`config.mk`:
```
export PLATFORM = sky130hd
export DESIGN_NAME = instr_encoder_rv32i_flat
export DESIGN_NICKNAME = d
export VERILOG_FILES = /design/src/rtl/instr_encoder_rv32i_if.sv /design/src/rtl/instr_encoder_rv32i.sv /design/src/flat_wrapper.sv
export SDC_FILE = /design/constraint.sdc
export NUM_CORES = 1
export LEC_CHECK = 0
export CORE_UTILIZATION = 25
export DETAILED_ROUTE_END_ITERATION = 7
export GPL_ROUTABILITY_DRIVEN = 0
export HOLD_SLACK_MARGIN = 0.1
export PLACE_DENSITY_LB_ADDON = 0.05
export REMOVE_ABC_BUFFERS = 1
export SLEW_MARGIN = 20
export SYNTH_ARGS = -nofsm -noshare
export SYNTH_HDL_FRONTEND = slang
export SYNTH_SLANG_ARGS = --single-unit
```
`constraint.sdc`:
```
create_clock -name clock -period 1.6 [get_ports clock]
set_input_delay 0.32 -clock clock [delete_from_list [all_inputs] [get_ports clock]]
set_output_delay 0.32 -clock clock [all_outputs]
set_load 0.05 [all_outputs]
```
`src/rtl/instr_encoder_rv32i_if.sv`:
```
`default_nettype none
// +----------------------------------------------------------------------------+
// | Module   : instr_encoder_rv32i_if                                          |
// | Brief    : Instruction-field handshake and memory write port of the encoder |
// | Revision : 1.0 - initial release                                           |
// +----------------------------------------------------------------------------+
interface instr_encoder_rv32i_if #(
  parameter int ADDR_W = 8
);
  logic              in_valid;
  logic              in_ready;
  logic [5:0]        in_mnem;
  logic [4:0]        in_rd;
  logic [4:0]        in_rs1;
  logic [4:0]        in_rs2;
  logic [31:0]       in_imm;
  logic              wr_en;
  logic [ADDR_W-1:0] wr_addr;
  logic [31:0]       wr_data;

  modport master (
    output in_valid, in_mnem, in_rd, in_rs1, in_rs2, in_imm,
    input  in_ready, wr_en, wr_addr, wr_data
  );

  modport slave (
    input  in_valid, in_mnem, in_rd, in_rs1, in_rs2, in_imm,
    output in_ready, wr_en, wr_addr, wr_data
  );
endinterface
`default_nettype wire

```
`src/rtl/instr_encoder_rv32i.sv`:
```
`default_nettype none
// +----------------------------------------------------------------------------+
// | Module   : instr_encoder_rv32i                                             |
// | Brief    : Streaming RV32I encoder / program loader into instruction memory.|
// |            Optional immediate range checking: ENC_RANGE_CHECK_EN           |
// | Revision : 1.0 - initial release                                           |
// +----------------------------------------------------------------------------+
module instr_encoder_rv32i #(
  parameter int DEPTH  = 256,
  parameter int ADDR_W = 8
) (
  input  logic                  clock,
  input  logic                  reset_n,
  input  logic                  start,
  instr_encoder_rv32i_if.slave  bus,
  output logic [ADDR_W:0]       count,
  output logic                  full,
  output logic                  err_illegal,
  output logic                  err_range
);

  localparam logic [ADDR_W:0] c_DEPTH = (ADDR_W+1)'(DEPTH);
  localparam logic [ADDR_W:0] c_LAST  = (ADDR_W+1)'(DEPTH - 1);

  localparam logic [6:0] c_OP_REG    = 7'b0110011;
  localparam logic [6:0] c_OP_IMM    = 7'b0010011;
  localparam logic [6:0] c_OP_LOAD   = 7'b0000011;
  localparam logic [6:0] c_OP_STORE  = 7'b0100011;
  localparam logic [6:0] c_OP_BRANCH = 7'b1100011;
  localparam logic [6:0] c_OP_LUI    = 7'b0110111;
  localparam logic [6:0] c_OP_AUIPC  = 7'b0010111;
  localparam logic [6:0] c_OP_JAL    = 7'b1101111;
  localparam logic [6:0] c_OP_JALR   = 7'b1100111;

  localparam logic [2:0] c_FMT_R  = 3'd0;
  localparam logic [2:0] c_FMT_I  = 3'd1;
  localparam logic [2:0] c_FMT_SH = 3'd2;
  localparam logic [2:0] c_FMT_S  = 3'd3;
  localparam logic [2:0] c_FMT_B  = 3'd4;
  localparam logic [2:0] c_FMT_U  = 3'd5;
  localparam logic [2:0] c_FMT_J  = 3'd6;

  typedef enum logic [1:0] {
    S_IDLE = 2'd0,
    S_LOAD = 2'd1,
    S_FULL = 2'd2
  } state_t;

  state_t            r_state;
  state_t            w_state_nxt;
  logic [ADDR_W:0]   r_ptr;
  logic              r_wr_en;
  logic [ADDR_W-1:0] r_wr_addr;
  logic [31:0]       r_wr_data;
  logic              r_err_illegal;
  logic              r_err_range;

  logic [2:0]  w_fmt;
  logic [6:0]  w_op;
  logic [2:0]  w_f3;
  logic [6:0]  w_f7;
  logic        w_illegal;
  logic        w_range;
  logic [31:0] w_word;
  logic        w_in_ready;
  logic        w_accept;
  logic        w_write;

  // Mnemonic to format, opcode, funct3 and funct7.
  always_comb begin
    w_fmt     = c_FMT_R;
    w_op      = c_OP_REG;
    w_f3      = 3'd0;
    w_f7      = 7'd0;
    w_illegal = 1'b0;
    case (bus.in_mnem)
      6'd0:  w_f3 = 3'd0;
      6'd1:  begin w_f3 = 3'd0; w_f7 = 7'h20; end
      6'd2:  w_f3 = 3'd1;
      6'd3:  w_f3 = 3'd2;
      6'd4:  w_f3 = 3'd3;
      6'd5:  w_f3 = 3'd4;
      6'd6:  w_f3 = 3'd5;
      6'd7:  begin w_f3 = 3'd5; w_f7 = 7'h20; end
      6'd8:  w_f3 = 3'd6;
      6'd9:  w_f3 = 3'd7;
      6'd10: begin w_fmt = c_FMT_I;  w_op = c_OP_IMM; w_f3 = 3'd0; end
      6'd11: begin w_fmt = c_FMT_I;  w_op = c_OP_IMM; w_f3 = 3'd2; end
      6'd12: begin w_fmt = c_FMT_I;  w_op = c_OP_IMM; w_f3 = 3'd3; end
      6'd13: begin w_fmt = c_FMT_I;  w_op = c_OP_IMM; w_f3 = 3'd4; end
      6'd14: begin w_fmt = c_FMT_I;  w_op = c_OP_IMM; w_f3 = 3'd6; end
      6'd15: begin w_fmt = c_FMT_I;  w_op = c_OP_IMM; w_f3 = 3'd7; end
      6'd16: begin w_fmt = c_FMT_SH; w_op = c_OP_IMM; w_f3 = 3'd1; end
      6'd17: begin w_fmt = c_FMT_SH; w_op = c_OP_IMM; w_f3 = 3'd5; end
      6'd18: begin w_fmt = c_FMT_SH; w_op = c_OP_IMM; w_f3 = 3'd5; w_f7 = 7'h20; end
      6'd19: begin w_fmt = c_FMT_I;  w_op = c_OP_LOAD; w_f3 = 3'd0; end
      6'd20: begin w_fmt = c_FMT_I;  w_op = c_OP_LOAD; w_f3 = 3'd1; end
      6'd21: begin w_fmt = c_FMT_I;  w_op = c_OP_LOAD; w_f3 = 3'd2; end
      6'd22: begin w_fmt = c_FMT_I;  w_op = c_OP_LOAD; w_f3 = 3'd4; end
      6'd23: begin w_fmt = c_FMT_I;  w_op = c_OP_LOAD; w_f3 = 3'd5; end
      6'd24: begin w_fmt = c_FMT_S;  w_op = c_OP_STORE; w_f3 = 3'd0; end
      6'd25: begin w_fmt = c_FMT_S;  w_op = c_OP_STORE; w_f3 = 3'd1; end
      6'd26: begin w_fmt = c_FMT_S;  w_op = c_OP_STORE; w_f3 = 3'd2; end
      6'd27: begin w_fmt = c_FMT_B;  w_op = c_OP_BRANCH; w_f3 = 3'd0; end
      6'd28: begin w_fmt = c_FMT_B;  w_op = c_OP_BRANCH; w_f3 = 3'd1; end
      6'd29: begin w_fmt = c_FMT_B;  w_op = c_OP_BRANCH; w_f3 = 3'd4; end
      6'd30: begin w_fmt = c_FMT_B;  w_op = c_OP_BRANCH; w_f3 = 3'd5; end
      6'd31: begin w_fmt = c_FMT_B;  w_op = c_OP_BRANCH; w_f3 = 3'd6; end
      6'd32: begin w_fmt = c_FMT_B;  w_op = c_OP_BRANCH; w_f3 = 3'd7; end
      6'd33: begin w_fmt = c_FMT_U;  w_op = c_OP_LUI; end
      6'd34: begin w_fmt = c_FMT_U;  w_op = c_OP_AUIPC; end
      6'd35: begin w_fmt = c_FMT_J;  w_op = c_OP_JAL; end
      6'd36: begin w_fmt = c_FMT_I;  w_op = c_OP_JALR; w_f3 = 3'd0; end
      default: w_illegal = 1'b1;
    endcase
  end

  always_comb begin
    w_word = 32'd0;
    case (w_fmt)
      c_FMT_R:  w_word = {w_f7, bus.in_rs2, bus.in_rs1, w_f3, bus.in_rd, w_op};
      c_FMT_I:  w_word = {bus.in_imm[11:0], bus.in_rs1, w_f3, bus.in_rd, w_op};
      c_FMT_SH: w_word = {w_f7, bus.in_imm[4:0], bus.in_rs1, w_f3, bus.in_rd, w_op};
      c_FMT_S:  w_word = {bus.in_imm[11:5], bus.in_rs2, bus.in_rs1, w_f3, bus.in_imm[4:0], w_op};
      c_FMT_B:  w_word = {bus.in_imm[12], bus.in_imm[10:5], bus.in_rs2, bus.in_rs1, w_f3,
                          bus.in_imm[4:1], bus.in_imm[11], w_op};
      c_FMT_U:  w_word = {bus.in_imm[19:0], bus.in_rd, w_op};
      c_FMT_J:  w_word = {bus.in_imm[20], bus.in_imm[10:1], bus.in_imm[11], bus.in_imm[19:12],
                          bus.in_rd, w_op};
      default:  w_word = 32'd0;
    endcase
  end

`ifdef ENC_RANGE_CHECK_EN
  // A value fits signed N bits when bits [31:N-1] are all equal.
  always_comb begin
    w_range = 1'b0;
    case (w_fmt)
      c_FMT_I, c_FMT_S: w_range = !((&bus.in_imm[31:11]) || !(|bus.in_imm[31:11]));
      c_FMT_SH:         w_range = |bus.in_imm[31:5];
      c_FMT_B:          w_range = !((&bus.in_imm[31:12]) || !(|bus.in_imm[31:12])) || bus.in_imm[0];
      c_FMT_J:          w_range = !((&bus.in_imm[31:20]) || !(|bus.in_imm[31:20])) || bus.in_imm[0];
      c_FMT_U:          w_range = |bus.in_imm[31:20];
      default:          w_range = 1'b0;
    endcase
  end
`else
  logic w_unused_imm_hi;
  assign w_unused_imm_hi = ^bus.in_imm[31:21];
  assign w_range         = 1'b0;
`endif

  // start masks in_ready so it always wins over a coincident handshake.
  always_comb begin
    w_state_nxt = r_state;
    w_in_ready  = (r_state == S_LOAD) && !start;
    w_accept    = bus.in_valid && w_in_ready;
    w_write     = w_accept && !w_illegal && !w_range;
    if (start) begin
      w_state_nxt = S_LOAD;
    end else if ((r_state == S_LOAD) && w_write && (r_ptr == c_LAST)) begin
      w_state_nxt = S_FULL;
    end
  end

  always_ff @(posedge clock or negedge reset_n) begin
    if (!reset_n) begin
      r_state       <= S_IDLE;
      r_ptr         <= '0;
      r_wr_en       <= 1'b0;
      r_wr_addr     <= '0;
      r_wr_data     <= 32'd0;
      r_err_illegal <= 1'b0;
      r_err_range   <= 1'b0;
    end else begin
      r_state <= w_state_nxt;
      r_wr_en <= w_write;
      if (w_write) begin
        r_wr_addr <= r_ptr[ADDR_W-1:0];
        r_wr_data <= w_word;
      end
      if (start) begin
        r_ptr         <= '0;
        r_err_illegal <= 1'b0;
        r_err_range   <= 1'b0;
      end else if (w_accept) begin
        if (w_illegal) begin
          r_err_illegal <= 1'b1;
        end else if (w_range) begin
          r_err_range <= 1'b1;
        end else begin
          r_ptr <= r_ptr + 1'b1;
        end
      end
    end
  end

  assign bus.in_ready = w_in_ready;
  assign bus.wr_en    = r_wr_en;
  assign bus.wr_addr  = r_wr_addr;
  assign bus.wr_data  = r_wr_data;
  assign count        = r_ptr;
  assign full         = (r_ptr == c_DEPTH);
  assign err_illegal  = r_err_illegal;
  assign err_range    = r_err_range;

endmodule
`default_nettype wire

```
`src/flat_wrapper.sv`:
```
// flat-port wrapper written by rule: the top's interface ports become plain ports
module instr_encoder_rv32i_flat 
#(
  parameter int DEPTH  = 256,
  parameter int ADDR_W = 8
)
  (clock, reset_n, start, count, full, err_illegal, err_range, bus_in_valid, bus_in_mnem, bus_in_rd, bus_in_rs1, bus_in_rs2, bus_in_imm, bus_in_ready, bus_wr_en, bus_wr_addr, bus_wr_data);
  instr_encoder_rv32i_if #(.ADDR_W(ADDR_W)) bus_i ();
  input  logic clock;
  input  logic reset_n;
  input  logic start;
  output logic [ADDR_W:0] count;
  output logic full;
  output logic err_illegal;
  output logic err_range;
  input wire logic [$bits(bus_i.in_valid)-1:0] bus_in_valid;
  input wire logic [$bits(bus_i.in_mnem)-1:0] bus_in_mnem;
  input wire logic [$bits(bus_i.in_rd)-1:0] bus_in_rd;
  input wire logic [$bits(bus_i.in_rs1)-1:0] bus_in_rs1;
  input wire logic [$bits(bus_i.in_rs2)-1:0] bus_in_rs2;
  input wire logic [$bits(bus_i.in_imm)-1:0] bus_in_imm;
  output wire logic [$bits(bus_i.in_ready)-1:0] bus_in_ready;
  output wire logic [$bits(bus_i.wr_en)-1:0] bus_wr_en;
  output wire logic [$bits(bus_i.wr_addr)-1:0] bus_wr_addr;
  output wire logic [$bits(bus_i.wr_data)-1:0] bus_wr_data;
  assign bus_i.in_valid = bus_in_valid;
  assign bus_i.in_mnem = bus_in_mnem;
  assign bus_i.in_rd = bus_in_rd;
  assign bus_i.in_rs1 = bus_in_rs1;
  assign bus_i.in_rs2 = bus_in_rs2;
  assign bus_i.in_imm = bus_in_imm;
  assign bus_in_ready = bus_i.in_ready;
  assign bus_wr_en = bus_i.wr_en;
  assign bus_wr_addr = bus_i.wr_addr;
  assign bus_wr_data = bus_i.wr_data;
  instr_encoder_rv32i #(.DEPTH(DEPTH), .ADDR_W(ADDR_W)) u_core (.clock(clock), .reset_n(reset_n), .start(start), .bus(bus_i), .count(count), .full(full), .err_illegal(err_illegal), .err_range(err_range));
endmodule
```
Yosys cells after proc, flatten, opt, wreduce, memory -nomap -nowiden:

Index checks and enable logic that the tools add are counted.

* bits in registers: 53
* input port bits: 57
* output and inout bits: 54
* logic and storage cells: 95

* multiplexer cells: 13
* eq/ne operators: 46
* add/sub/neg operators: 1
* reduce and logical (&&, ||, !) cells: 29

Operator list (count)
* 32-bit one-hot mux with 7 select lines: 1
* 6-bit by 5-bit == test with 1-bit output, second input constant: 16
* 7-bit one-hot mux with 8 select lines: 1
* 6-bit by 4-bit == test with 1-bit output, second input constant: 8
* 37-bit OR reduction: 1
* 6-bit == test, second input constant: 5
* 9-bit two-way mux: 3
* 6-bit by 3-bit == test with 1-bit output, second input constant: 4
* 3-bit one-hot mux with 7 select lines: 1
* 3-bit one-hot mux with 6 select lines: 1
* 3-bit OR reduction: 5
* 6-bit by 2-bit == test with 1-bit output, second input constant: 2
* 12-bit OR reduction: 1
* 6-bit OR reduction: 2
* 5-bit OR reduction: 2
* 9-bit by 1-bit adder with 9-bit output, second input constant: 1
* 3-bit == test, second input constant: 3
* 9-bit by 8-bit == test with 1-bit output, second input constant: 1
* 9-bit == test, second input constant: 1
* 9-bit OR reduction: 1
* 4-bit OR reduction: 2
* 3-bit by 2-bit == test with 1-bit output, second input constant: 2
* 6-bit by 1-bit == test with 1-bit output, second input constant: 1
* 6-bit logical NOT: 1
* other kinds (12): 23

Depth between registers and ports, before layout:

Gate-level depths: netlist (run 1).

* depth after elaboration: 8
* gate-level depth with buffers: 10
* gate-level depth less buffers: 6

Worst setup path after synthesis (run 1):

No wires, ideal clock.

* path kind: register to output
* start point: reg u_core.r_ptr[3], in the netlist u_core.count[3]
* end point: out full
* required time: 1.280 ns
* setup slack: -1.349 ns
* buffers on the path: 0
* stages on the path, launching flop included: 3
* arrival time: 2.629 ns
* cells stage by stage: dfrtp_1 or4_1 nor4_1

* longest elaborated chain between the ends: 1

Ends and longest elaborated chain
* start, declared: RTL line instr_encoder_rv32i.sv:51 `logic [ADDR_W:0] r_ptr;`
* start signal, assigned: RTL line instr_encoder_rv32i.sv:192 `r_ptr <= r_ptr + 1'b1;`
* 9-bit == test: RTL line instr_encoder_rv32i.sv:203 `assign full = (r_ptr == c_DEPTH);`
* end, declared: RTL line flat_wrapper.sv:13 `output logic full;`

Every way passes these cells.

Final worst setup path (run 1):

Ends and elaborated chain as after synthesis.

==> impl_results.md, run 1 <==
* Root buffer cell: clkbuf_16
* Initial Util at roughly a quarter
* Netlist cell types at 60
* CTS tree: built
* Number of remaining DRC errors at 0
* Cell taking the most area after synthesis: dfrtp_1
* Yosys top cell area share at about 40%
* Nets at ~650
* Crit path launch: u_core.count[3]$_DFFE_PN0P_
* Grt total ovfl at 0
* First-pass GRT wire length at 20,500 um
* Number of port buffers at slightly below 100
* Reg2reg start: u_core.r_state[1]$_DFFE_PN0P_
* Clock Latency Late Sink at 300 ps
* Synth area leaders: dfrtp_1, nand2_1, nor2_1
* Min Tclk post-route at 1980 ps
* Setup-failing EPs final at 49
* # rows at 41
* Clock transition at the registers of the reported paths at about 80 ps
* Arrival time worst endpoint at 1660 ps
* Top_reg_cell synth: dfrtp_1
* PD cells at approximately 800 mW/mm2
* Vias/cell at 4.89
* Fin. Hold Viols at 0
* Worst reg2reg setup slack at -160 ps
* Die height at between 100 and 150 um
* Max H-tree Level at 2
* Failing checks: setup timing
* DRT Pass-1 Iters at 4
* Core Footprint at around 0.013 mm2
* Final WS setup at -382 ps
* Setup TNS at -4260 ps
* Area growth, synth to finish at 102%
* Largest net degree at the start of global routing at 53
* TritonCTS buffer count at 5
* Die X-Extent at roughly 120 um
* Clk buf depth at 2
* Worst-path maximum fanout at 2
* HP Class: in -> reg
* Max rail drop VDD at 431 uV
* Clock Skews at between 7 and 8 ps
* Final worst-path cycle share at 124%
* Max-cap check violation count at 0
* Sequential share of the synthesized area at between 30% and 40%
* # diodes at 0
* Highest clock rate at 505 MHz
* DP Worst Slack at -738 ps
* WL final at 13,400 um
* Post-DP HPWL at between 9000 and 10,000 um
* Vias in the first global route at 3,775
* CTS sink count at 52
* Synthesis warning total at 0
* Number of synthesized flops with an enable pin at 0
* # IOs at 111
* Final Max Slew Viols at 0
* Total power at 5.27 mW
* Mapped Area at 0.00328 mm2
* Yosys reg bits at 52
* Min-delay src: bus_in_valid
* Leakage power at ~2.9 nW
* Mapped Avg Cell Area at roughly 8.4 um2
* Layout cell share with drive strength beyond 1 at between 50% and 60%
* Drt wl/cell at 17.5 um
* Critical path endpoint category: output port
* Run status: finished with violations
* Post-Synthesis Cells at roughly 390
* Vias at about 3,700
* Iteration-0 DRC Markers at ~150
* Total GRT Usage at about a fifth
* Startpoint types: register
* RSZ-0062 raised after global routing: true
* Initial antenna violation count at 0
* Routed Antenna Nets at 0
* Required @ worst endpoint at roughly 1300 ps
* Asr flop ratio synth at 100%
* Die area at ~0.014 mm2
* Setup CP Type: reg -> out
==> cells in the mapped netlist (4+ instances only) <==
cell      instances
a22oi_1           5
xnor2_1           5
nand3b_1          4
a21boi_0          4
clkbuf_1         18
inv_1             7
xor2_1            4
o211ai_1          4
nor2_1           48
a21oi_1          34
nor2b_1           6
mux2_2            5
o21ai_0          22
nor4_1            4
a221oi_1         11
dfrtp_1          52
buf_4             4
nand3_1           5
buf_6             4
mux2i_1           9
a31oi_1           8
nand2b_1          5
nand2_1          58
nand4_1           6
buf_2             7
==> stage by stage <==
stage	instances	utilization [%]	instance area, um2	hold slack, ps
after CTS	760	49.6	6310	492
after global routing	762	52.1	6630	491
final	762	52.1	6630	493
after detailed placement	731	42.8	5440	346
after global placement	731	42.8	5440	345
after floorplan	355	-	3090	24.4
==> cell families (layout without fill, tap and decap cells) <==
logic type	count (synthesis)	count (layout)	synth area share, %
mux	14	14	4.47
buf+inv	44	243	6.72
xor+xnor	9	9	2.41
simple gates	153	153	22.1
other cells	1	1	0.114
fa+ha+maj	3	3	1.15
compound gates	115	115	23.3
flops	52	52	39.7
==> timing repair <==
item	in CTS	in global routing
hold buffers	1	0
endpoints found under the hold margin	52	0
endpoints found under the setup margin	52	52
resized for setup	117	82
gates cloned	6	0
buffers inserted	14	8
pin swaps	63	40
==> per-layer routing <==
metal | track usage, % | vias to the layer above | share of wire [%]
li1 | - | 1809 | -
met1 | 28.5 | 1801 | 45
met2 | 31.7 | 101 | 47
met3 | 3.37 | 15 | 5.6
met4 | 6.67 | 0 | 1.9
met5 | 0 | - | 0
==> registers in the layout, indices dropped and copies added (netlist names) <==
name,flops
u_core.bus.wr_data,31
u_core.count,9
u_core.bus.wr_addr,8
u_core.r_state,2
u_core.bus.wr_en,1
u_core.err_illegal,1
==> worst max-delay path: stages, from the launching register on <==
cell     delay (ps)
dfrtp_1         380
or4_1           530
nor4_2          160
buf_4           160
buf_12          120
==> placed cells by master, fill, tap and decap left out, types with 3 or more instances in the layout <==
cell type	instances
a21oi_1	20
xor2_1	4
buf_16	4
nor2_2	6
nand2_2	18
a21oi_2	13
buf_4	115
dfrtp_1	52
clkdlybuf4s50_1	36
buf_8	4
clkbuf_16	5
a31oi_1	7
a21boi_0	4
xnor2_1	4
a221oi_4	5
nor4_2	3
inv_1	7
nand2b_1	4
nand2_1	29
a22oi_1	5
nand3b_1	4
o21ai_1	7
clkbuf_2	3
nand4_1	6
a221oi_2	6
mux2i_1	9
buf_6	12
nor2_1	33
nand3_1	4
o21ai_2	6
o211ai_1	4
dlygate4sd2_1	3
buf_12	46
nor2_4	9
o21ai_0	9
mux2_2	5
nor2b_1	5
nand2_4	11
==> report_power, final <==
| part | total [mW] | switching, mW | leakage, nW | internal (mW) |
|---|---|---|---|---|
| sequential | 1.70 | 0.218 | 0.651 | 1.48 |
| clock | 1.16 | 0.559 | 0.0719 | 0.596 |
| combinational | 2.41 | 1.27 | 2.15 | 1.14 |
==> worst paths after layout <==
| path | end | cells after the start |
|---|---|---|
| max in group asynchronous | u_core.bus.wr_data[11]$_DFFE_PN0P_ | 3 |
| max reg2reg | u_core.bus.wr_data[28]$_DFFE_PN0P_ | 6 |
| min | u_core.err_illegal$_DFFE_PN0P_ | 3 |
| min reg2reg | u_core.bus.wr_addr[6]$_DFFE_PN0P_ | 2 |
| max | full | 4 |
| min in group asynchronous | u_core.bus.wr_addr[6]$_DFFE_PN0P_ | 3 |
==> layout make-up <==
type | instances | area [um2]
timing repair buffer | 227 | 2530
sequential | 52 | 1300
multi-input combinational | 295 | 2390
clock buffer | 5 | 125
tap | 172 | 215
fill | 1208 | 6100
clock inverter | 3 | 27.5
inverter | 8 | 35.0
Note: power is estimated with default switching activity, not from simulation.
==> run 2: changes to the inputs <==
--- a/config.mk
+++ b/config.mk
@@ -5,7 +5,9 @@
 export SDC_FILE = /design/constraint.sdc
 export NUM_CORES = 1
 export LEC_CHECK = 0
+export ABC_AREA = 1
 export CORE_UTILIZATION = 25
+export CTS_CLUSTER_DIAMETER = 100
 export DETAILED_ROUTE_END_ITERATION = 7
 export GPL_ROUTABILITY_DRIVEN = 0
 export HOLD_SLACK_MARGIN = 0.1
==> run 2 against run 1 <==
Against the previous run:
- the run now ends clean
- clock power up 7%
- largest cell class unchanged
- clock skew up 1.7 ps
- critical path type unchanged
- highest routed layer unchanged
- register-to-register slack better by 280 ps
- largest power group unchanged
- die area down 0.79%
==> impl_results.md, run 2 <==
* Run status: completed
* Number of port buffers at 98
* Die area at around 0.013 mm2
* HP Class: in -> async
* Met1 usage at around a quarter
* Met2 Use GR at approximately 29%
* Iteration-0 DRC Markers at 216
* Cell with the most instances after synthesis: nand2_1
* Worst reg2reg path depth at 6
* Max FFs per register at 31
* Highest clock rate at roughly 630 MHz
* Vias in the first global route at 3,657
* Worst-path maximum fanout at 2
* Most common cell after layout, fill and taps aside: nand2_1
* CTS sink count at 52
* Root buffer cell: clkbuf_16
* Initial antenna violation count at 0
* Largest net degree at the start of global routing at 42
* Final worst-path cycle share at between 90% and 100%
* Synth area leaders: dfrtp_1, nand2_1, nand3_1
* Arrival time worst endpoint at between 1000 and 1500 ps
* Initial Util at around a quarter
* Synth top cells by count: nand2_1, dfrtp_1, inv_1
* Die height at ~120 um
* Clock Skews at between 9 and 10 ps
* Setup CP Type: reg -> out
* Die X-Extent at ~120 um
* Vias/cell at between 4 and 5
* # IOs at around 110
* # diodes at 0
* Nets at between 700 and 800
* Clock transition at the registers of the reported paths at roughly 70 ps
* # rows at a little over 40
* Min Tclk post-route at 1600 ps
* Netlist cell types at 31
* Max H-tree Level at 2
* Routed Antenna Nets at 0
* TritonCTS buffer count at 5
* WL final at about 11,000 um
* Most used routing layer: met2
* Area growth, synth to finish at 73.0%
* Grt total ovfl at 0
* Cell taking the most area after synthesis: dfrtp_1
* Final Max Slew Viols at 0
* Vias at ~3,600
* Yosys top cell area share at roughly two fifths
* Clk buf depth at 2
* Max rail drop VDD at 486 uV
* Yosys reg bits at 52
* Max-cap check violation count at 0
* Required @ worst endpoint at between 1000 and 1500 ps
* Setup TNS at 0 ps
* Total GRT Usage at 17.9%
* RSZ-0062 raised after global routing: true
* PD cells at between 800 and 900 mW/mm2
* Core Footprint at roughly 0.013 mm2
* Setup-failing EPs final at 0
* CTS tree: built
* Top_reg_cell synth: dfrtp_1
* Leakage power at around 2.8 nW
* Synthesis warning total at 0
* First-pass GRT wire length at between 15,000 and 20,000 um
* Routing usage on met3 at 2.93%
* Number of remaining DRC errors at 0
* Most frequent cells in the layout: nand2_1, buf_4, dfrtp_1, buf_12
* Sequential share of the synthesized area at 40.0%
* Layout cell share with drive strength beyond 1 at a little under a third
* Startpoint types: register
* Post-DP HPWL at between 8000 and 9000 um
* Clock Latency Late Sink at between 200 and 300 ps
* Critical path endpoint category: output port
* Hold Slack at approximately 470 ps
* Post-Synthesis Cells at about 480
* Fill count at 1,297
* Fin. Hold Viols at 0
* Mapped Avg Cell Area at ~6.8 um2
* Mapped Area at between 0.003 and 0.004 mm2
* Drt wl/cell at approximately 14 um
* DRT Pass-1 Iters at 4
* Asr flop ratio synth at 100%
* Number of synthesized flops with an enable pin at 0
==> run 2: cell types whose count changed in the layout (fill, tap and decap cells not counted), sizes merged, moves of 11 or more <==
cell,previous run,this run
a21oi,34,11
a221oi,11,0
buf,182,137
inv,8,48
nand2,58,186
nand3,5,42
nor2,48,32
o21ai,22,43
==> run 2: cell families (layout without fill, tap and decap cells) <==
| family | Yosys count | after routing | share of synthesized area [%] |
|---|---|---|---|
| simple gates | 277 | 277 | 36.1 |
| fa+ha+maj | 3 | 3 | 1.16 |
| other cells | 1 | 1 | 0.115 |
| buf+inv | 68 | 234 | 9.40 |
| compound gates | 69 | 69 | 11.6 |
| xor+xnor | 6 | 6 | 1.62 |
| flops | 52 | 52 | 40.0 |
==> run 2: through the flow <==
stage | util (%) | total power [mW] | instance area (um2) | cells | worst slack, ps
6_report | 44.4 | 4.78 | 5620 | 814 | 0.400
3_5_place_dp | 41.3 | 3.52 | 5230 | 792 | -634
5_1_grt | 44.4 | 5.01 | 5620 | 814 | -69.1
2_1_floorplan | - | 2.46 | 3120 | 456 | -665
4_1_cts | 43.9 | 4.82 | 5560 | 810 | -8.73
3_3_place_gp | 41.3 | 3.53 | 5230 | 792 | -696
==> run 2: path summary, 6_finish.rpt <==
kind,start,endpoint,slack (ps)
min reg2reg,u_core.r_state[0]$_DFFE_PN0P_,u_core.r_state[0]$_DFFE_PN0P_,470
max,u_core.count[1]$_DFFE_PN0P_,full,0.4
min in group clock,u_core.r_state[0]$_DFFE_PN0P_,u_core.r_state[0]$_DFFE_PN0P_,470
max in group asynchronous,reset_n,u_core.count[5]$_DFFE_PN0P_,590
min,reset_n,u_core.bus.wr_data[14]$_DFFE_PN0P_,470
max reg2reg,u_core.count[0]$_DFFE_PN0P_,u_core.count[8]$_DFFE_PN0P_,120
==> run 2: critical path: stages, from the launching register on <==
cell	delay [ps]
dfrtp_1	390
inv_2	80
ha_4	120
nand4_1	80
nor2_2	160
buf_12	150
==> run 2: power breakdown <==
group | switching, mW | internal, mW
Combinational | 1.04 | 0.866
Clock | 0.501 | 0.744
Sequential | 0.163 | 1.47
==> run 2: area by class of cell <==
type | instances | area, um2 | area share, %
repair buffers | 178 | 1980 | 35.3
well taps | 172 | 215 | 3.83
inverters | 48 | 183 | 3.25
clock buffers | 5 | 125 | 2.23
clock inverters | 3 | 46.3 | 0.824
flip-flops and latches | 52 | 1310 | 23.3
multi-input cells | 356 | 1760 | 31.3
==> run 2: repair_timing <==
item | in CTS | in global routing
resized for setup | 47 | 28
buffers inserted | 9 | 4
setup endpoints to repair | 52 | 44
hold endpoints to repair | 11 | 0
pin swaps | 7 | 8
hold buffers | 1 | 0
==> run 2: per-layer routing <==
metal	up-vias	share of wire, %
met4	0	0.81
met2	104	45
met3	6	5.9
met1	1672	48
met5	-	0
li1	1862	-
